**src/rtl/sb_pkg.sv**
```systemverilog
// Shared definitions for the path sequencer: direction codes, node constants and FSM states.
package sb_pkg;

  localparam int NODE_W    = 5;
  localparam int VIRT_NODE = 27;

  localparam logic [2:0] DIR_STOP    = 3'd0;
  localparam logic [2:0] DIR_FORWARD = 3'd1;
  localparam logic [2:0] DIR_LEFT    = 3'd2;
  localparam logic [2:0] DIR_RIGHT   = 3'd3;
  localparam logic [2:0] DIR_EXTREME = 3'd4;

  typedef enum logic [2:0] {
    S_IDLE,
    S_LOOKUP,
    S_ISSUE,
    S_WAIT_NODE,
    S_DONE,
    S_FAULT
  } sb_state_e;

  // Only forward/left/right/U-turn are legal moves; stop and 5..7 mean the map has no edge.
  function automatic logic is_move_dir(input logic [2:0] dir);
    return (dir >= DIR_FORWARD) && (dir <= DIR_EXTREME);
  endfunction

endpackage

```
**src/rtl/sb_path_buffer.sv**
```systemverilog
// Append-only node list with length tracking and two combinational read ports (idx, idx+1).
module sb_path_buffer #(
  parameter  int MAX_LEN = 32,
  parameter  int NODE_W  = 5,
  localparam int LEN_W   = $clog2(MAX_LEN + 1),
  localparam int IDX_W   = $clog2(MAX_LEN)
) (
  input  logic              clk,
  input  logic              reset,
  input  logic              wr_en,
  input  logic [NODE_W-1:0] wr_data,
  input  logic [IDX_W-1:0]  rd_idx,
  output logic [NODE_W-1:0] rd_curr,
  output logic [NODE_W-1:0] rd_next,
  output logic [LEN_W-1:0]  len,
  output logic              full
);

  logic [NODE_W-1:0] mem_q [MAX_LEN];
  logic [NODE_W-1:0] mem_d [MAX_LEN];
  logic [LEN_W-1:0]  len_q, len_d;
  logic [IDX_W-1:0]  nxt_idx;
  logic              wr_ok;

  assign full    = (len_q == LEN_W'(MAX_LEN));
  assign wr_ok   = wr_en && !full;
  assign len     = len_q;
  assign nxt_idx = rd_idx + IDX_W'(1);
  assign rd_curr = mem_q[rd_idx];
  assign rd_next = mem_q[nxt_idx];

  always_comb begin
    len_d = len_q;
    mem_d = mem_q;
    if (wr_ok) begin
      len_d                   = len_q + LEN_W'(1);
      mem_d[len_q[IDX_W-1:0]] = wr_data;
    end
  end

  always_ff @(posedge clk) begin
    if (reset) begin
      len_q <= '0;
    end else begin
      len_q <= len_d;
    end
  end

  // Node storage is never cleared; len_q alone defines which entries are meaningful.
  always_ff @(posedge clk) begin
    mem_q <= mem_d;
  end

endmodule

```
**src/rtl/sb_path_sequencer.sv**
```systemverilog
// Walks a loaded node path, querying the external map lookup per hop and issuing turn commands.
module sb_path_sequencer #(
  parameter int MAX_LEN    = 32,
  parameter int NODE_W     = sb_pkg::NODE_W,
  parameter int LOOKUP_LAT = 1,
  parameter int VIRT_NODE  = sb_pkg::VIRT_NODE
) (
  input  logic                         clk_50,
  input  logic                         reset,
  input  logic                         path_wr_en,
  input  logic [NODE_W-1:0]            path_wr_data,
  output logic [$clog2(MAX_LEN+1)-1:0] path_len,
  output logic                         path_full,
  input  logic                         start,
  input  logic                         abort,
  input  logic                         node_reached,
  output logic [NODE_W-1:0]            lk_prev,
  output logic [NODE_W-1:0]            lk_curr,
  output logic [NODE_W-1:0]            lk_next,
  input  logic [2:0]                   lk_dir,
  output logic [2:0]                   dir_cmd,
  output logic                         dir_valid,
  output logic [$clog2(MAX_LEN)-1:0]   step_idx,
  output logic                         busy,
  output logic                         done,
  output logic                         err
);
  import sb_pkg::*;

  localparam int LEN_W = $clog2(MAX_LEN + 1);
  localparam int IDX_W = $clog2(MAX_LEN);
  localparam int CNT_W = $clog2(LOOKUP_LAT + 1);

  sb_state_e         state_q, state_d;
  logic [IDX_W-1:0]  idx_q, idx_d;
  logic [NODE_W-1:0] prev_q, prev_d;
  logic [CNT_W-1:0]  cnt_q, cnt_d;
  logic              pend_q, pend_d;
  logic [2:0]        dir_cmd_q, dir_cmd_d;
  logic              dir_valid_q, dir_valid_d;
  logic [NODE_W-1:0] lk_prev_q, lk_prev_d;
  logic [NODE_W-1:0] lk_curr_q, lk_curr_d;
  logic [NODE_W-1:0] lk_next_q, lk_next_d;
  logic              load_lk;
  logic              last_hop;
  logic              buf_wr_en;
  logic [NODE_W-1:0] rd_curr, rd_next;

  assign buf_wr_en = path_wr_en && (state_q == S_IDLE);

  // Read ports follow the next index so the triple can be registered on LOOKUP entry.
  sb_path_buffer #(
    .MAX_LEN (MAX_LEN),
    .NODE_W  (NODE_W)
  ) u_path_buffer (
    .clk     (clk_50),
    .reset   (reset),
    .wr_en   (buf_wr_en),
    .wr_data (path_wr_data),
    .rd_idx  (idx_d),
    .rd_curr (rd_curr),
    .rd_next (rd_next),
    .len     (path_len),
    .full    (path_full)
  );

  assign last_hop = (LEN_W'(idx_q) + LEN_W'(1)) == (path_len - LEN_W'(1));

  always_comb begin
    state_d     = state_q;
    idx_d       = idx_q;
    prev_d      = prev_q;
    cnt_d       = cnt_q;
    pend_d      = pend_q;
    dir_cmd_d   = dir_cmd_q;
    dir_valid_d = 1'b0;
    load_lk     = 1'b0;
    if (abort) begin
      state_d = S_IDLE;
      pend_d  = 1'b0;
      if (dir_cmd_q != DIR_STOP) begin
        dir_cmd_d   = DIR_STOP;
        dir_valid_d = 1'b1;
      end
    end else begin
      unique case (state_q)
        S_IDLE, S_DONE: begin
          if (start && (path_len >= LEN_W'(2))) begin
            state_d = S_LOOKUP;
            idx_d   = '0;
            prev_d  = NODE_W'(VIRT_NODE);
            cnt_d   = '0;
            pend_d  = 1'b0;
            load_lk = 1'b1;
          end else if (start && (path_len == LEN_W'(1))) begin
            state_d = S_DONE;
            idx_d   = '0;
            if (dir_cmd_q != DIR_STOP) begin
              dir_cmd_d   = DIR_STOP;
              dir_valid_d = 1'b1;
            end
          end
        end
        S_LOOKUP: begin
          if (node_reached) pend_d = 1'b1;
          if (cnt_q == CNT_W'(LOOKUP_LAT)) begin
            dir_valid_d = 1'b1;
            if (is_move_dir(lk_dir)) begin
              state_d   = S_ISSUE;
              dir_cmd_d = lk_dir;
            end else begin
              state_d   = S_FAULT;
              dir_cmd_d = DIR_STOP;
              pend_d    = 1'b0;
            end
          end else begin
            cnt_d = cnt_q + CNT_W'(1);
          end
        end
        // An arrival seen during LOOKUP/ISSUE is acted on at the ISSUE->WAIT_NODE boundary.
        S_ISSUE, S_WAIT_NODE: begin
          if (state_q == S_ISSUE) state_d = S_WAIT_NODE;
          if (node_reached || pend_q) begin
            pend_d = 1'b0;
            prev_d = lk_curr_q;
            idx_d  = idx_q + IDX_W'(1);
            if (last_hop) begin
              state_d     = S_DONE;
              dir_cmd_d   = DIR_STOP;
              dir_valid_d = 1'b1;
            end else begin
              state_d = S_LOOKUP;
              cnt_d   = '0;
              load_lk = 1'b1;
            end
          end
        end
        S_FAULT: state_d = S_FAULT;
        default: state_d = S_IDLE;
      endcase
    end
  end

  always_comb begin
    lk_prev_d = lk_prev_q;
    lk_curr_d = lk_curr_q;
    lk_next_d = lk_next_q;
    if (load_lk) begin
      lk_prev_d = prev_d;
      lk_curr_d = rd_curr;
      lk_next_d = rd_next;
    end
  end

  always_ff @(posedge clk_50) begin
    if (reset) begin
      state_q     <= S_IDLE;
      idx_q       <= '0;
      cnt_q       <= '0;
      pend_q      <= 1'b0;
      dir_cmd_q   <= DIR_STOP;
      dir_valid_q <= 1'b0;
      lk_prev_q   <= NODE_W'(VIRT_NODE);
      lk_curr_q   <= NODE_W'(VIRT_NODE);
      lk_next_q   <= NODE_W'(VIRT_NODE);
    end else begin
      state_q     <= state_d;
      idx_q       <= idx_d;
      cnt_q       <= cnt_d;
      pend_q      <= pend_d;
      dir_cmd_q   <= dir_cmd_d;
      dir_valid_q <= dir_valid_d;
      lk_prev_q   <= lk_prev_d;
      lk_curr_q   <= lk_curr_d;
      lk_next_q   <= lk_next_d;
    end
  end

  always_ff @(posedge clk_50) begin
    prev_q <= prev_d;
  end

  assign lk_prev   = lk_prev_q;
  assign lk_curr   = lk_curr_q;
  assign lk_next   = lk_next_q;
  assign dir_cmd   = dir_cmd_q;
  assign dir_valid = dir_valid_q;
  assign step_idx  = idx_q;
  assign busy      = (state_q == S_LOOKUP) || (state_q == S_ISSUE) || (state_q == S_WAIT_NODE);
  assign done      = (state_q == S_DONE);
  assign err       = (state_q == S_FAULT);

endmodule
```
**config.mk**
```make
export PLATFORM = sky130hd
export DESIGN_NAME = sb_path_sequencer
export DESIGN_NICKNAME = d
export VERILOG_FILES = /design/src/rtl/sb_pkg.sv /design/src/rtl/sb_path_buffer.sv /design/src/rtl/sb_path_sequencer.sv
export SDC_FILE = /design/constraint.sdc
export NUM_CORES = 1
export LEC_CHECK = 0
export ABC_AREA = 1
export BUFFER_PORTS_ARGS = -buffer_cell sky130_fd_sc_hd__buf_2
export CAP_MARGIN = 40
export CORE_MARGIN = 5
export CORE_UTILIZATION = 40
export CTS_CLUSTER_SIZE = 20
export DETAILED_ROUTE_END_ITERATION = 7
export SYNTH_ARGS = -nofsm -noshare
export SYNTH_HDL_FRONTEND = slang
export SYNTH_SLANG_ARGS = --single-unit
```
**constraint.sdc**
```tcl
create_clock -name clk_50 -period 7.2 [get_ports clk_50]
set_clock_uncertainty 0.1 [all_clocks]
set_input_delay 1.8 -clock clk_50 [delete_from_list [all_inputs] [get_ports clk_50]]
set_output_delay 1.8 -clock clk_50 [all_outputs]
set_load 0.02 [all_outputs]
```
[Word level (Yosys, flattened, before mapping)]
Index checks and enable logic that the tools add are counted.
Operators by class
  bitwise gates (word level): 4
  order comparisons: 7
  reduce and logical (&&, ||, !) cells: 21
  equality and inequality tests: 19
  add/subtract/negate cells: 6
  muxes and demuxes: 58
Operators with widths (number)
  $bwmux W160: 1
  $mux W5: 12
  $bmux W5 S5: 2
  $mux W3: 15
  $demux W5 S5: 1
  $ne A3 B3 Y1 const B: 7
  $pmux W5 S2: 2
  $mux W1: 19
  $ge A6 B6 Y1 const B: 3
  $not A5 Y6: 3
  $pmux W3 S4: 1
  $add A5 B1 Y5 const B: 2
  $pmux W1 S3: 3
  $pmux W3 S3: 1
  $ne A2 B2 Y1 const B: 4
  $add A5 B1 Y6 const B: 1
  $add A6 B1 Y6 const B: 1
  $eq A3 B2 Y1 const B: 2
  $eq A3 B3 Y1 const B: 2
  $eq A6 B1 Y1 const B: 1
  $eq A6 B6 Y1: 1
  $eq A6 B6 Y1 const B: 1
  $ge A6 B2 Y1 const B: 1
  $logic_and A1 B1 Y1: 6
  17 further kinds: 23
Storage, ports and cells
  input bits: 14
  word-level logic and storage cells: 158
  bits in registers: 200
  output and inout bits: 34

[Longest topological paths before layout]
Gate-level depths: netlist of run 1.
  depth after elaboration: 11
  mapped depth: 23
  mapped depth without buffers: 20

[Modules after synthesis]
A second synthesis of run 1 with hierarchy kept.
Unflattened totals
  cell total of the unflattened synthesis: 1463
  area, all modules: 11179.5 µm²
By module, submodules not included
  sb_path_buffer: instances 1, seq. area each 4924.7 µm², cells each 1141, area an instance 9120.0 µm²
  sb_path_sequencer: instances 1, seq. area each 680.7 µm², cells each 322, area an instance 2059.5 µm²

[Worst setup path before layout of run 1]
No wires, ideal clock.
  path kind: input-to-reg
  from: input port node_reached
  to: register lk_next_q[0] (netlist: lk_next[0])
  setup slack: 2939 ps
  library setup time: 113 ps
  required time: 6987 ps
  stages: 20
  buffers on the path: 4
  arrival time: 4048 ps
  path through: nor2_1 > inv_1 > nor2_2 > nor2_4 > nand2_2 > nand2_1 > nand2_1 > buf_6 > buf_2 > ha_1 > clkbuf_1 > inv_2 > buf_1 > a21oi_1 > o21ai_0 > nand3_1 > nand3_1 > nand3_1 > nand3_1 > nand2_1
Between the ends
  word-level cells in the longest chain between the ends: 9
  elaborated cells on any way between the ends: 12
  those cells by class: add/sub: 1; mux: 9; bitwise: 1; reduce/logical: 1
RTL lines
  from (decl): line sb_path_sequencer.sv:16  | input logic node_reached,
  $logic_or A1 B1 Y1: line sb_path_sequencer.sv:123  | if (node_reached || pend_q) begin
  $mux W5: line sb_path_sequencer.sv:123
  $pmux W5 S2: line sb_path_sequencer.sv:86  | unique case (state_q)
  $mux W5: line sb_path_sequencer.sv:78  | if (abort) begin
  net idx_d[0]: line sb_path_sequencer.sv:35  | logic [IDX_W-1:0] idx_q, idx_d;
  $add A5 B1 Y5: line sb_path_buffer.sv:28  | assign nxt_idx = rd_idx + IDX_W'(1);
  $not A5 Y6 (implied by the code): line sb_path_buffer.sv:30  | assign rd_next = mem_q[nxt_idx];
  $bmux W5 S5: line sb_path_buffer.sv:30
  $mux W5 (implied by the code) (2 in series): line sb_path_buffer.sv:30
  to (signal assigned): line sb_path_sequencer.sv:165  | lk_next_q <= NODE_W'(VIRT_NODE);
  to (signal assigned): line sb_path_sequencer.sv:175  | lk_next_q <= lk_next_d;
  to (decl): line sb_path_sequencer.sv:43  | logic [NODE_W-1:0] lk_next_q, lk_next_d;
The timed path passes the listed nets, and every way through them passes these cells. The select of a mux whose other input is x is not followed.
A chain may end at the register's enable or synchronous reset.

[Final worst setup path of run 1]
  from: input port abort
  to: register lk_curr_q[3] (netlist: lk_curr[3])
Between the ends
  word-level cells in the longest chain between the ends: 5
  elaborated cells on any way between the ends: 6
  those cells by class: mux: 5; bitwise: 1
RTL lines
  from (decl): line sb_path_sequencer.sv:15  | input logic abort,
  $mux W5: line sb_path_sequencer.sv:78
  $not A5 Y6 (implied by the code): line sb_path_buffer.sv:29  | assign rd_curr = mem_q[rd_idx];
  $bmux W5 S5: line sb_path_buffer.sv:29
  $mux W5 (implied by the code) (2 in series): line sb_path_buffer.sv:29
  to (signal assigned): line sb_path_sequencer.sv:164  | lk_curr_q <= NODE_W'(VIRT_NODE);
  to (signal assigned): line sb_path_sequencer.sv:174  | lk_curr_q <= lk_curr_d;
  to (decl): line sb_path_sequencer.sv:42  | logic [NODE_W-1:0] lk_curr_q, lk_curr_d;
Parallel ways exist; a longest one is shown, timed or not. The select of a mux whose other input is x is not followed.

==> results of run 1 <==
-- cell usage in the layout, fill, tap and decap left out, types with 8 or more instances in the layout --
cell       count
nand2_1      279
nand3_1      251
inv_1        162
edfxtp_1     160
nor2_1        63
o211ai_1      54
buf_2         48
o21ai_0       40
dfxtp_1       40
a21oi_1       36
o21ai_1       36
clkbuf_16     19
nand2_2       11
xor2_1         9
inv_2          8
-- through the flow --
stage          std cells  power [µW]
2_1_floorplan       1268        1380
3_3_place_gp        1589        1440
3_5_place_dp        1591        1440
4_1_cts             1623        2400
5_1_grt             1623        2460
6_report            1623        2390
-- routing by layer --
layer	part of all wire	GRT usage	vias up
met5	0.00041	0	-
met4	0.024	0.0690	2
met3	0.083	0.0478	54
met2	0.45	0.315	381
met1	0.44	0.292	4196
li1	-	-	4295
-- kinds of logic (layout without fill, tap and decap cells) --
kind of cell               Yosys count  after routing  share of synthesized area
xor gates and xnor gates            11             11                    0.00966
DFF                                200            200                      0.521
adders and majority gates            7              7                    0.00814
and+or+nand+nor                    634            634                      0.263
AOI/OAI and AO/OA                  173            173                     0.0955
buffers and inverters              243            257                      0.102
-- sequential cells by signal, summed over array words and instances, names as in the netlist --
signal / cells
lk_prev: 5
prev_q: 5
cnt_q: 1
lk_curr: 5
dir_cmd: 3
step_idx: 5
u_path_buffer.len: 6
lk_next: 5
u_path_buffer.mem_q: 160
pend_q: 1
dir_valid: 1
state_q: 3
-- how the worst max path moves through the flow --
stage / slack (ns) / start / end
2_1_floorplan: 2.94 / node_reached / lk_next[0]$_SDFFE_PP1P_
4_1_cts: 2.34 / abort / lk_curr[3]$_SDFFE_PP1P_
3_3_place_gp: 1.93 / abort / lk_curr[3]$_SDFFE_PP1P_
3_5_place_dp: 1.88 / abort / lk_curr[3]$_SDFFE_PP1P_
6_report: 2.19 / abort / lk_curr[3]$_SDFFE_PP1P_
5_1_grt: 1.95 / abort / lk_curr[3]$_SDFFE_PP1P_
-- cell type report --
class | count | area share
flip-flops and latches | 200 | 0.482
multi-input cells | 825 | 0.349
inverters | 170 | 0.0549
clock buffers | 23 | 0.0431
well taps | 341 | 0.0367
repair buffers | 55 | 0.0263
clock inverters | 9 | 0.00743
-- power breakdown --
group	total, µW	internal, µW	switching [µW]
clock network	974	531	443
registers	1270	1260	11.5
logic	145	39.1	106
-- critical path, delay by kind of cell --
kind	cells	cell delay, ns
buffers and inverters	3	0.97
and+or+nand+nor	11	2.38
AOI/OAI and AO/OA	1	0.10
==> impl_metrics.json, run 1 <==
{
  "rsz0062_at_grt": "no",
  "whs_ns": 0.377,
  "critPathRequiredTime_ns": 7.49,
  "peakVddDrop_mv": 0.147,
  "fmax_mhz": 199,
  "num_vias": 8928,
  "yosys_warnings": 0,
  "whs_path_depth": 2,
  "pre_cts_ws_ns": 1.88,
  "final.setup.tns_ns": 0,
  "synthCells": 1268,
  "cts_setup_buffers": 0,
  "cts.sinks": 200,
  "endpoint_kind": "register",
  "cts_resized": 0,
  "areaGrowthSynthToFinish_pct": 8.04,
  "critical-path-max-stage-delay_ns": 0.74,
  "rrSetupSlack_ns": 3.01,
  "ys_async_sr_fraction": 0,
  "cp_data_arrival_time_ns": 5.30,
  "core_region_area_um2": 26700,
  "cts.reportedPaths.clkPinSlew_ns": 0.07,
  "diodes": 0,
  "rows": 60,
  "numPortBuffers": 47,
  "drive_gt1_frac": 0.0897,
  "hold_class": "register to register",
  "yosys-top-cells-count": "nand2_1, nand3_1, inv_1",
  "first_pass_iters": 6,
  "yosysMostFrequentCell": "nand2_1",
  "synth_top_flop_cell": "edfxtp_1",
  "hold_viol_final": 0,
  "synth_cell_types": 38,
  "drv_slew": 0,
  "synth_area_per_cell_um2": 8.48,
  "grt-ovfl-total": 0,
  "antenna_found_initial": 1,
  "timing.rr.start": "u_path_buffer.len[0]$_SDFFE_PP0P_",
  "grt_pass1_vias": 8251,
  "hold_start": "pend_q$_SDFFE_PP0P_",
  "final_util": 0.435,
  "cp_slowest_cell": "nand2_8",
  "placed_area_um2": 11000,
  "route.detailed.drc": 0,
  "fill_cells": 2658,
  "seq_area_um2": 5610,
  "antenna_left": 0,
  "fp.dieH_um": 174,
  "clk_latency_ns": 0.44,
  "synth_top_area_share": 0.447,
  "r2r_end": "lk_curr[3]$_SDFFE_PP1P_",
  "grt_pass1_wl_mm": 48.5,
  "dp_hpwl_mm": 21.6,
  "period_needed_ns": 5.01,
  "status": "finished, final reports clean",
  "tightest_slew_ns": 0.933,
  "relSlewSlack": 0.377,
  "multi_input_comb_area_um2": 4060,
  "grt_usage": 0.207,
  "die_x_um": 174,
  "yosys.area.top_type": "edfxtp_1",
  "cts_made_buffers": 17,
  "cts_tree": "yes",
  "synth_area_um2": 10800,
  "place.gp.congestion": 0.918,
  "io-pin-count": 48,
  "avgRoutedWirePerCell_um": 19.7,
  "routed_wl_mm": 32.0,
  "total_leakage_power_uw": 0.00487,
  "synth_fp_nets": 1289,
  "cts_root_buf": "clkbuf_16",
  "holdBufCountCts": 0,
  "vias_per_cell": 5.50,
  "synthTopCellsByArea": "edfxtp_1, nand3_1, nand2_1",
  "synth_seq_cells": 200,
  "hold_path_end": "pend_q$_SDFFE_PP0P_",
  "initial_core_util": 0.402,
  "clockBufferDepth": 2,
  "setup_viol": 0,
  "path_class": "input pin to register",
  "worstSetupStartpointType": "input pin",
  "fin_area_um2": 11600,
  "htree_num_levels": 4,
  "fin_ws_ns": 2.19,
  "first_iter_violations": 1235,
  "crit_chain": "buf_2 -> inv_1 -> nand2_1 -> nor2_4 -> nand3_2 -> nand2_8 -> buf_4 -> nand2_1 -> o21ai_1 -> nand2_1 -> nand3_1 -> nand3_1 -> nand3_1 -> nand3_1 -> nand2_1",
  "grt_max_degree": 105,
  "dieArea_um2": 30300,
  "power.density_nw_per_um2": 206,
  "seq_area_frac_synth": 0.521,
  "fin_nets": 1290,
  "worstPathMaxFanout": 104,
  "period_share": 0.696,
  "reg2regPathDepth": 17,
  "maxCapViolCount": 0,
  "synth_edf_count": 160
}
No activity file was read; power rests on OpenSTA's default activity.
==> inputs of run 2 (changes only) <==
==> constraint.sdc (replaced) <==
create_clock -name clk_50 -period 4.9 [get_ports clk_50]
set_clock_uncertainty 0.1 [all_clocks]
set_input_delay 1.225 -clock clk_50 [delete_from_list [all_inputs] [get_ports clk_50]]
set_output_delay 1.225 -clock clk_50 [all_outputs]
set_load 0.02 [all_outputs]
==> impl_metrics.json, run 2 (synthesis results as in run 1) <==
{
  "rows": 60,
  "worstSetupStartpointType": "input pin",
  "critical-path-max-stage-delay_ns": 0.42,
  "cp_data_arrival_time_ns": 4.24,
  "power.density_nw_per_um2": 297,
  "numPortBuffers": 47,
  "endpoint_kind": "register",
  "grt_usage": 0.209,
  "whs_ns": 0.373,
  "hold_viol_final": 0,
  "initial_core_util": 0.402,
  "cts_setup_buffers": 0,
  "fp.dieH_um": 174,
  "dieArea_um2": 30300,
  "crit_chain": "buf_2 -> inv_1 -> nand2_2 -> nor2_1 -> inv_1 -> nand2_2 -> buf_4 -> inv_2 -> o211ai_1 -> nand3_1 -> nand3_1 -> nand3_1 -> nand3_1 -> nand2_1",
  "fmax_mhz": 250,
  "place.gp.congestion": 0.886,
  "routed_wl_mm": 31.3,
  "cts_made_buffers": 17,
  "io-pin-count": 48,
  "antenna_found_initial": 0,
  "path_buf_inv": 5,
  "grt_max_degree": 82,
  "clockBufferDepth": 2,
  "grt_pass1_wl_mm": 49.2,
  "top_register": "u_path_buffer.mem_q",
  "critPathLaunch": "abort",
  "path_class": "input pin to register",
  "status": "finished, final reports clean",
  "final_common_cell": "nand2_1",
  "fin_nets": 1293,
  "maxCapViolCount": 0,
  "hold_class": "register to register",
  "fill_cells": 2599,
  "largest_reg_flops": 160,
  "grt_pass1_vias": 8445,
  "cts_resized": 0,
  "holdBufCountCts": 0,
  "avgRoutedWirePerCell_um": 19.2,
  "critPathRequiredTime_ns": 5.14,
  "relSlewSlack": 0.399,
  "first_iter_violations": 1110,
  "rsz0062_at_grt": "no",
  "hold_start": "pend_q$_SDFFE_PP0P_",
  "cts.sinks": 200,
  "period_share": 0.816,
  "clk_latency_ns": 0.44,
  "mostFrequentLayoutCells": "nand2_1, nand3_1, inv_1",
  "drv_slew": 0,
  "tightest_slew_ns": 0.899,
  "die_x_um": 174,
  "vias_per_cell": 5.52,
  "cts.reportedPaths.clkPinSlew_ns": 0.08,
  "cp_slowest_cell": "buf_4",
  "num_vias": 8973,
  "core_region_area_um2": 26700,
  "dp_hpwl_mm": 21.0,
  "first_pass_iters": 6,
  "cts_root_buf": "clkbuf_16",
  "diodes": 0,
  "worstPathMaxFanout": 41,
  "period_needed_ns": 4.00,
  "antenna_left": 0,
  "timing.rr.start": "u_path_buffer.len[0]$_SDFFE_PP0P_",
  "cts_tree": "yes",
  "setup_viol": 0,
  "areaGrowthSynthToFinish_pct": 8.12,
  "htree_num_levels": 4,
  "drive_gt1_frac": 0.0949,
  "grt-ovfl-total": 0,
  "cp_top_family": "simple AND/OR/NAND/NOR gates",
  "total_leakage_power_uw": 0.00489,
  "final.setup.tns_ns": 0,
  "crit_top_cell": "nand3_1",
  "peakVddDrop_mv": 0.224,
  "route.detailed.drc": 0
}
run 2: cell types whose count changed in the layout (fill, tap and decap cells not counted), moves of 2 or more:
cell / delta
buf_4: +3
clkbuf_1: -3
inv_8: +3
clkbuf_16: -2
inv_4: +2
inv_6: +2
run 2: layout make-up:
class | instances | area [µm²] | share of cell area
well taps | 341 | 427 | 0.0367
repair buffers | 58 | 343 | 0.0295
clock buffers | 17 | 425 | 0.0366
flip-flops and latches | 200 | 5610 | 0.482
inverters | 170 | 638 | 0.0549
multi-input cells | 825 | 4060 | 0.349
clock inverters | 15 | 133 | 0.0114
run 2: through the flow:
stage	util	total power, µW	setup slack (ns)	cell area, µm²	cells
finish	0.435	3460	0.903	11600	1626
global route	0.435	3590	0.762	11600	1626
CTS	0.435	3480	1.00	11600	1626
detailed placement	0.414	2120	0.533	11100	1594
global placement	0.414	2120	0.545	11100	1594
floorplan	-	2030	1.21	10800	1268
run 2: layer usage:
layer | routed length [µm] | global-route usage
met1 | 14000 | 0.303
met2 | 14000 | 0.320
met3 | 2550 | 0.0350
met4 | 728 | 0.0670
met5 | 0 | 0
run 2: path summary, 6_finish.rpt:
| kind | to | slack, ns | cells after the start |
|---|---|---|---|
| worst min-delay path | pend_q$_SDFFE_PP0P_ | 0.37 | 2 |
| worst min register to register | pend_q$_SDFFE_PP0P_ | 0.37 | 2 |
| worst max register to register | lk_curr[3]$_SDFFE_PP1P_ | 1.02 | 17 |
| worst max-delay path | lk_curr[3]$_SDFFE_PP1P_ | 0.90 | 14 |
run 2: report_power, final:
group          leakage (µW)  internal (µW)  switching (µW)
logic               0.00284           57.6             156
registers           0.00177           1850            16.9
clock network      0.000283            674             697
run 2: worst register-to-register path, stage by stage (launching register included):
cell and delay, ns:
dfxtp_1 0.45, inv_1 0.20, ha_1 0.28, nor2_1 0.09
nand3_1 0.08, nand2_1 0.12, nand3_2 0.13, nand2_2 0.14
nand2_1 0.07, nand2_2 0.33, buf_4 0.42, inv_2 0.43
o211ai_1 0.26, nand3_1 0.10, nand3_1 0.18, nand3_1 0.21
nand3_1 0.15, nand2_1 0.05
